### src/rtl/scan_arbiter.sv
// Two-requester scan-chain arbiter: grants one host at a time, shifts its image
// through the chain MSB first, and returns the captured chain contents.
module scan_arbiter #(
  parameter int unsigned CHAIN_LEN = 32,
  parameter int unsigned CNT_W     = 5
) (
  input  logic                 clk,
  input  logic                 rst,
  input  logic                 req0_valid,
  input  logic                 req1_valid,
  input  logic [CHAIN_LEN-1:0] req0_data,
  input  logic [CHAIN_LEN-1:0] req1_data,
  output logic                 req0_ready,
  output logic                 req1_ready,
  output logic                 resp_valid,
  output logic [CHAIN_LEN-1:0] resp_data,
  output logic                 resp_id,
  input  logic                 proc_en_req,
  output logic                 proc_en,
  output logic                 scan_enable,
  output logic                 scan_in,
  input  logic                 scan_out,
  output logic                 busy
);

  typedef enum logic [1:0] {
    ST_IDLE  = 2'd0,
    ST_SHIFT = 2'd1,
    ST_DONE  = 2'd2
  } state_t;

  state_t               r_state;
  state_t               w_state_nxt;
  logic [CNT_W-1:0]     r_cnt;
  logic [CNT_W-1:0]     w_cnt_nxt;
  logic [CHAIN_LEN-1:0] r_shreg;
  logic [CHAIN_LEN-1:0] w_shreg_nxt;
  logic [CHAIN_LEN-1:0] w_shifted;
  logic                 r_id;
  logic                 w_id_nxt;
  logic                 r_last;
  logic                 w_last_nxt;
  logic                 r_scan_en;
  logic                 w_scan_en_nxt;
  logic                 r_resp_valid;
  logic                 w_resp_valid_nxt;
  logic [CHAIN_LEN-1:0] r_resp_data;
  logic [CHAIN_LEN-1:0] w_resp_data_nxt;
  logic                 r_resp_id;
  logic                 w_resp_id_nxt;

  logic w_idle;
  logic w_open;
  logic w_grant0;
  logic w_grant1;

  // Round-robin: on contention the requester not served last wins.
  assign w_idle    = (r_state == ST_IDLE);
  assign w_open    = w_idle & ~proc_en_req & ~rst;
  assign w_grant0  = req0_valid & (~req1_valid | r_last);
  assign w_grant1  = req1_valid & (~req0_valid | ~r_last);
  assign w_shifted = {r_shreg[CHAIN_LEN-2:0], scan_out};

  assign req0_ready  = w_open & w_grant0;
  assign req1_ready  = w_open & w_grant1;
  assign proc_en     = proc_en_req & w_idle & ~rst;
  assign busy        = ~w_idle;
  assign scan_enable = r_scan_en;
  assign scan_in     = r_scan_en & r_shreg[CHAIN_LEN-1];
  assign resp_valid  = r_resp_valid;
  assign resp_data   = r_resp_data;
  assign resp_id     = r_resp_id;

  always_ff @(posedge clk or posedge rst) begin
    if (rst) begin
      r_state      <= ST_IDLE;
      r_cnt        <= '0;
      r_shreg      <= '0;
      r_id         <= 1'b0;
      r_last       <= 1'b1;
      r_scan_en    <= 1'b0;
      r_resp_valid <= 1'b0;
      r_resp_data  <= '0;
      r_resp_id    <= 1'b0;
    end else begin
      r_state      <= w_state_nxt;
      r_cnt        <= w_cnt_nxt;
      r_shreg      <= w_shreg_nxt;
      r_id         <= w_id_nxt;
      r_last       <= w_last_nxt;
      r_scan_en    <= w_scan_en_nxt;
      r_resp_valid <= w_resp_valid_nxt;
      r_resp_data  <= w_resp_data_nxt;
      r_resp_id    <= w_resp_id_nxt;
    end
  end

  // The response is registered on the final shift edge so it is valid throughout DONE.
  always_comb begin
    w_state_nxt      = r_state;
    w_cnt_nxt        = r_cnt;
    w_shreg_nxt      = r_shreg;
    w_id_nxt         = r_id;
    w_last_nxt       = r_last;
    w_scan_en_nxt    = 1'b0;
    w_resp_valid_nxt = 1'b0;
    w_resp_data_nxt  = r_resp_data;
    w_resp_id_nxt    = r_resp_id;
    case (r_state)
      ST_IDLE: begin
        if (req0_ready) begin
          w_state_nxt   = ST_SHIFT;
          w_shreg_nxt   = req0_data;
          w_cnt_nxt     = CNT_W'(CHAIN_LEN - 1);
          w_id_nxt      = 1'b0;
          w_last_nxt    = 1'b0;
          w_scan_en_nxt = 1'b1;
        end else if (req1_ready) begin
          w_state_nxt   = ST_SHIFT;
          w_shreg_nxt   = req1_data;
          w_cnt_nxt     = CNT_W'(CHAIN_LEN - 1);
          w_id_nxt      = 1'b1;
          w_last_nxt    = 1'b1;
          w_scan_en_nxt = 1'b1;
        end
      end
      ST_SHIFT: begin
        w_shreg_nxt = w_shifted;
        if (r_cnt == '0) begin
          w_state_nxt      = ST_DONE;
          w_resp_valid_nxt = 1'b1;
          w_resp_data_nxt  = w_shifted;
          w_resp_id_nxt    = r_id;
        end else begin
          w_cnt_nxt     = r_cnt - CNT_W'(1);
          w_scan_en_nxt = 1'b1;
        end
      end
      ST_DONE: begin
        w_state_nxt = ST_IDLE;
      end
      default: begin
        w_state_nxt = ST_IDLE;
      end
    endcase
  end

endmodule

### config.mk
export PLATFORM = sky130hd
export DESIGN_NAME = scan_arbiter
export DESIGN_NICKNAME = d
export VERILOG_FILES = /design/src/rtl/scan_arbiter.sv
export SDC_FILE = /design/constraint.sdc
export NUM_CORES = 1
export LEC_CHECK = 0
export BUFFER_PORTS_ARGS = -buffer_cell sky130_fd_sc_hd__buf_4
export CAP_MARGIN = 20
export CORE_MARGIN = 1
export CORE_UTILIZATION = 47
export DETAILED_ROUTE_END_ITERATION = 10
export GPL_TIMING_DRIVEN = 0
export PLACE_DENSITY = 0.76
export SYNTH_ARGS = -nofsm -noshare
export SYNTH_HDL_FRONTEND = slang
export SYNTH_SLANG_ARGS = --single-unit
### constraint.sdc
create_clock -name clk -period 2.05 [get_ports clk]
set_input_delay 0.205 -clock clk [delete_from_list [all_inputs] [get_ports clk]]
set_output_delay 0.205 -clock clk [all_outputs]
set_load 0.1 [all_outputs]
* Word-level counts from Yosys, hierarchy flattened
Index checks and enable logic that the tools add are counted.
** Storage, ports and cells
- Word-level logic and storage cells :: 59
- Flip-flop bits (word level) :: 76
- Input bits :: 70
- Output and inout port bits :: 40
** Operators by class
- Bitwise operators :: 17
- Muxes and demuxes :: 19
- Reductions and logical operators :: 9
- Add/sub/neg operators :: 1
- Equality and inequality tests :: 4
** Operator list (count)
- 32-bit two-way mux :: 2
- 32-bit case mux with 2 select lines :: 1
- 5-bit two-way mux :: 3
- 5-bit case mux with 2 select lines :: 1
- 1-bit AND :: 9
- 2-bit AND reduction :: 4
- 1-bit two-way mux :: 7
- 2-bit two-way mux :: 3
- 1-bit inverter :: 6
- 5-bit logical NOT :: 1
- 5-bit by 1-bit subtractor with 5-bit output (second input constant) :: 1
- 2-bit inequality test (second input constant) :: 2
- 2-bit case mux with 2 select lines :: 1
- 2-bit nonzero test :: 2
- 3-bit inequality test (second input constant) :: 1
- 3-bit AND reduction :: 1
- 2-bit by 1-bit equality test with 1-bit output (second input constant) :: 1
- 2-bit logical NOT :: 1
- 1-bit OR :: 2
- 1-bit case mux with 2 select lines :: 1

* Longest topological paths before layout
- Depth after elaboration :: 7
- Depth in mapped cells :: 7
- Gate-level depth less buffers :: 6

* Worst setup path before layout
Ideal clock, no wire load.
- Path type :: flip-flop to output port
- Start point :: reg r_state[1]
- End point :: out proc_en
- Setup slack :: -1385 ps
- Path buffers :: 0
- Cell stages (with the launch flop) :: 3
- Arrival time :: 3230 ps
- Required time :: 1845 ps
- Cell sequence :: dfrtp_1 -> or2_2 -> nor3b_1
** Between the ends
- Cells in the longest elaborated chain, start to end :: 3
** Ends and longest elaborated chain
- from (decl) :: RTL line 32 : state_t r_state;
- from (signal assigned) :: RTL line 86 : r_state <= w_state_nxt;
- 2-bit logical NOT :: RTL line 58 : assign w_idle = (r_state == ST_IDLE);
- 1-bit AND (2 in series) :: RTL line 66 : assign proc_en = proc_en_req & w_idle & ~rst;
- to (decl) :: RTL line 19 : output logic proc_en,
No other way between the ends.

* Worst setup path in the final report
- Start point :: reg r_last
- End point :: out req0_ready
** Between the ends
- Cells in the longest elaborated chain, start to end :: 3
** Ends and longest elaborated chain
- from (decl) :: RTL line 41 : logic r_last;
- from (signal assigned) :: RTL line 90 : r_last <= w_last_nxt;
- 1-bit OR :: RTL line 60 : assign w_grant0 = req0_valid & (~req1_valid | r_last);
- 1-bit AND :: RTL line 60
- 1-bit AND :: RTL line 64 : assign req0_ready = w_open & w_grant0;
- to (decl) :: RTL line 13 : output logic req0_ready,
No other way between the ends.

==> results.py <==
metrics = {
    "synth": {
        "yosys_register_bits": 76,
        "syn-cell-area_um2": 3779,
        "synth_seq_area_share_pct": 50.36,
        "synthDistinctLibCells": 38,
        "yosys_most_used_dff": "dfrtp_1",
        "synth-edff-count": 0,
        "syn_nets": 379,
        "synthCells": 308,
        "syn_avg_cell_area_um2": 12.27,
        "async_flop_share_pct": 100.0,
        "yosys_warnings": 0,
    },
    "job": {
        "max-cap-violations": 0,
    },
    "timing": {
        "fmax_mhz": 508.2,
        "worstMarginPinSlew_ps": 609.7,
        "min_period_ps": 1968,
        "period_share_pct": 95.99,
        "hold_viol_final": 0,
        "maxSlewHeadroom_pct": 59.27,
        "layout_setup_ws_ps": 82.24,
        "setup_viol": 0,
        "rsz0062_at_grt": "no",
        "skew_ps": 10.69,
        "slew_violations": 0,
    },
    "layout": {
        "fillers": 625,
        "nNetsFinal": 501,
        "fin_cells": 537,
        "antenna_cells": 0,
        "drive_gt1_share_pct": 45.29,
        "final_cell_mix": "108 x buf_4, 75 x dfrtp_1, 36 x nor2_1",
        "synthToLayoutAreaGrowth_pct": 33.01,
        "mostFrequentLayoutCell": "buf_4",
    },
    "cts": {
        "cts_buffers": 9,
        "clock-sinks": 76,
        "h-tree-depth": 3,
        "clkLatencyLatePin_ps": 350,
        "cts_buffer_depth": 2,
        "clockRootBuffer": "clkbuf_8",
        "cts_tree": "yes",
        "worst_setup_hold_path_clk_slew_ps": 90,
    },
    "worst_setup_path": {
        "r2r_start": "r_cnt[0]",
        "startpoint": "r_last",
        "critPathArrivalTime_ps": 1760,
        "critPathRequiredTime_ps": 1850,
        "worstSetupEndpointType": "output port",
        "startpoint_type": "flip-flop",
        "path_class": "reg -> out",
        "cp_max_fo": 10,
    },
    "detailed_routing": {
        "viasPerCell": 5.449,
        "drt-initial-drc-count": 103,
        "first_pass_iters": 5,
        "drc_errors": 0,
        "dr_total_vias": 2926,
        "detail_route.wl_per_cell_um": 16.67,
        "drt-total-wl_um": 8951,
        "antenna_left": 0,
    },
    "place": {
        "gp_congestion": 0.8308,
        "dp_hpwl_um": 6463,
        "dp_slack_ps": 19.31,
        "place_inst": 520,
        "place.port_buffers": 108,
    },
    "pwr": {
        "power_density_nw_per_um2": 1446,
        "vdd_drop_max_uv": 764.1,
        "p_leak_nw": 2.436,
    },
    "status": {
        "status": "completed",
    },
    "floorplan": {
        "die-area_um2": 8402,
        "dieHeight_um": 91.67,
        "core_um2": 7767,
        "rows": 32,
        "io_pins": 110,
        "start_util_pct": 48.65,
        "die_x_um": 91.67,
    },
    "global_route": {
        "grt-ovfl-total": 0,
        "grt_max_degree": 29,
        "grt_pass1_wl_um": 14610,
        "grt_usage_pct": 22.57,
        "antenna_found_initial": 0,
        "grt_pass1_vias": 2833,
    },
    "min_path": {
        "hold_path_class": "in -> reg",
        "hp-start": "req1_data[21]",
    },
}
## logic make-up (layout without fill, tap and decap cells)
logic type	count (synthesis)	after routing	share of synthesized area, %
AO/OA/AOI/OAI	78	78	16.62
adder cells (fa/ha/maj)	1	1	0.3311
buffers and inverters	31	158	5.927
flip-flops	76	76	50.36
multiplexers	33	33	12.62
AND/OR/NAND/NOR	89	89	14.14
## worst max-delay path: stages (launching register included)
cell      delay, ps
dfstp_2         560
nand2b_2        210
clkbuf_4        230
and3_2          200
buf_6           220
## routing by layer
metal / up-vias / routed length, µm / track usage, %
met2: 97 / 4380 / 34.59
met5: - / 0 / 0
met3: 10 / 427 / 3.897
li1: 1393 / - / -
met1: 1426 / 4026 / 32.06
met4: 0 / 117 / 8.598
## synth_stat cells, types with 2 or more instances
cell       count  share of area (%)
mux2_4        28                 11
o2bb2ai_1     34                7.9
clkbuf_4       2               0.40
a21oi_1        5               0.66
o21ai_0        2               0.26
clkbuf_1       6               0.60
mux2_2         5                1.5
dfrtp_1       75                 50
a21o_1         2               0.40
buf_2          9                1.2
nand3b_1      32                6.4
nand2_1        5               0.50
buf_12         4                2.1
or2_2          2               0.33
buf_6          3               0.89
or3_1          2               0.33
nor2_1        36                3.6
a22oi_2        4                1.3
a22oi_1       28                5.6
nand2b_1       2               0.33
inv_1          5               0.50
## worst paths after layout
check | slack, ps | endpoint | cells past startpoint
max | 80 | req0_ready | 4
min | 100 | r_shreg[21] | 3
max reg2reg | 210 | resp_data[5] | 6
min reg2reg | 490 | r_id | 1
max in group asynchronous | 810 | resp_data[13] | 5
min in group asynchronous | 510 | r_shreg[20] | 3
## registers in the layout, summed over array words and instances, names as in the netlist
signal	count
r_state	2
resp_id	1
r_shreg	32
r_cnt	5
r_id	1
scan_enable	1
resp_data	32
r_last	1
resp_valid	1
## timing repair
item | 4_1_cts | 5_1_grt
pin swaps | 1 | 0
setup endpoints to repair | 2 | 1
gates resized for setup | 3 | 2
hold buffers | 1 | 0
endpoints found under the hold margin | 26 | 0
buffers inserted | 1 | 0
## area by class of cell
cell class / count / area, µm² / share of cell area, %
inverters: 5 / 22.52 / 0.4481
clock inverters: 7 / 100.1 / 1.992
multi-input cells: 201 / 1664 / 33.11
flip-flops and latches: 76 / 1903 / 37.86
plain buffers: 25 / 205.2 / 4.083
well taps: 102 / 127.6 / 2.539
clock buffers: 9 / 123.9 / 2.465
repair buffers: 112 / 879.6 / 17.50
## report_power, final
group	internal [W]	leakage [nW]	total [W]	switching [W]
logic	0.00111	1.34	0.00356	0.00244
registers	0.00201	0.981	0.00243	0.000418
clock network	0.000694	0.114	0.00128	0.000587
## stage by stage
stage                     hold slack (ps)  total power [W]  cell area, µm²  utilization (%)  TNS, ps
after floorplan                     350.8         0.005163            3792                -   -394.6
after global placement              454.4         0.005922            4731            60.91        0
after detailed placement            344.3         0.005999            4778            61.52        0
after CTS                           90.66         0.007297            5024            64.67        0
after global routing                95.94         0.007602            5026            64.71        0
final                               99.45         0.007270            5026            64.71        0
Note: power is estimated with default switching activity, not from simulation.
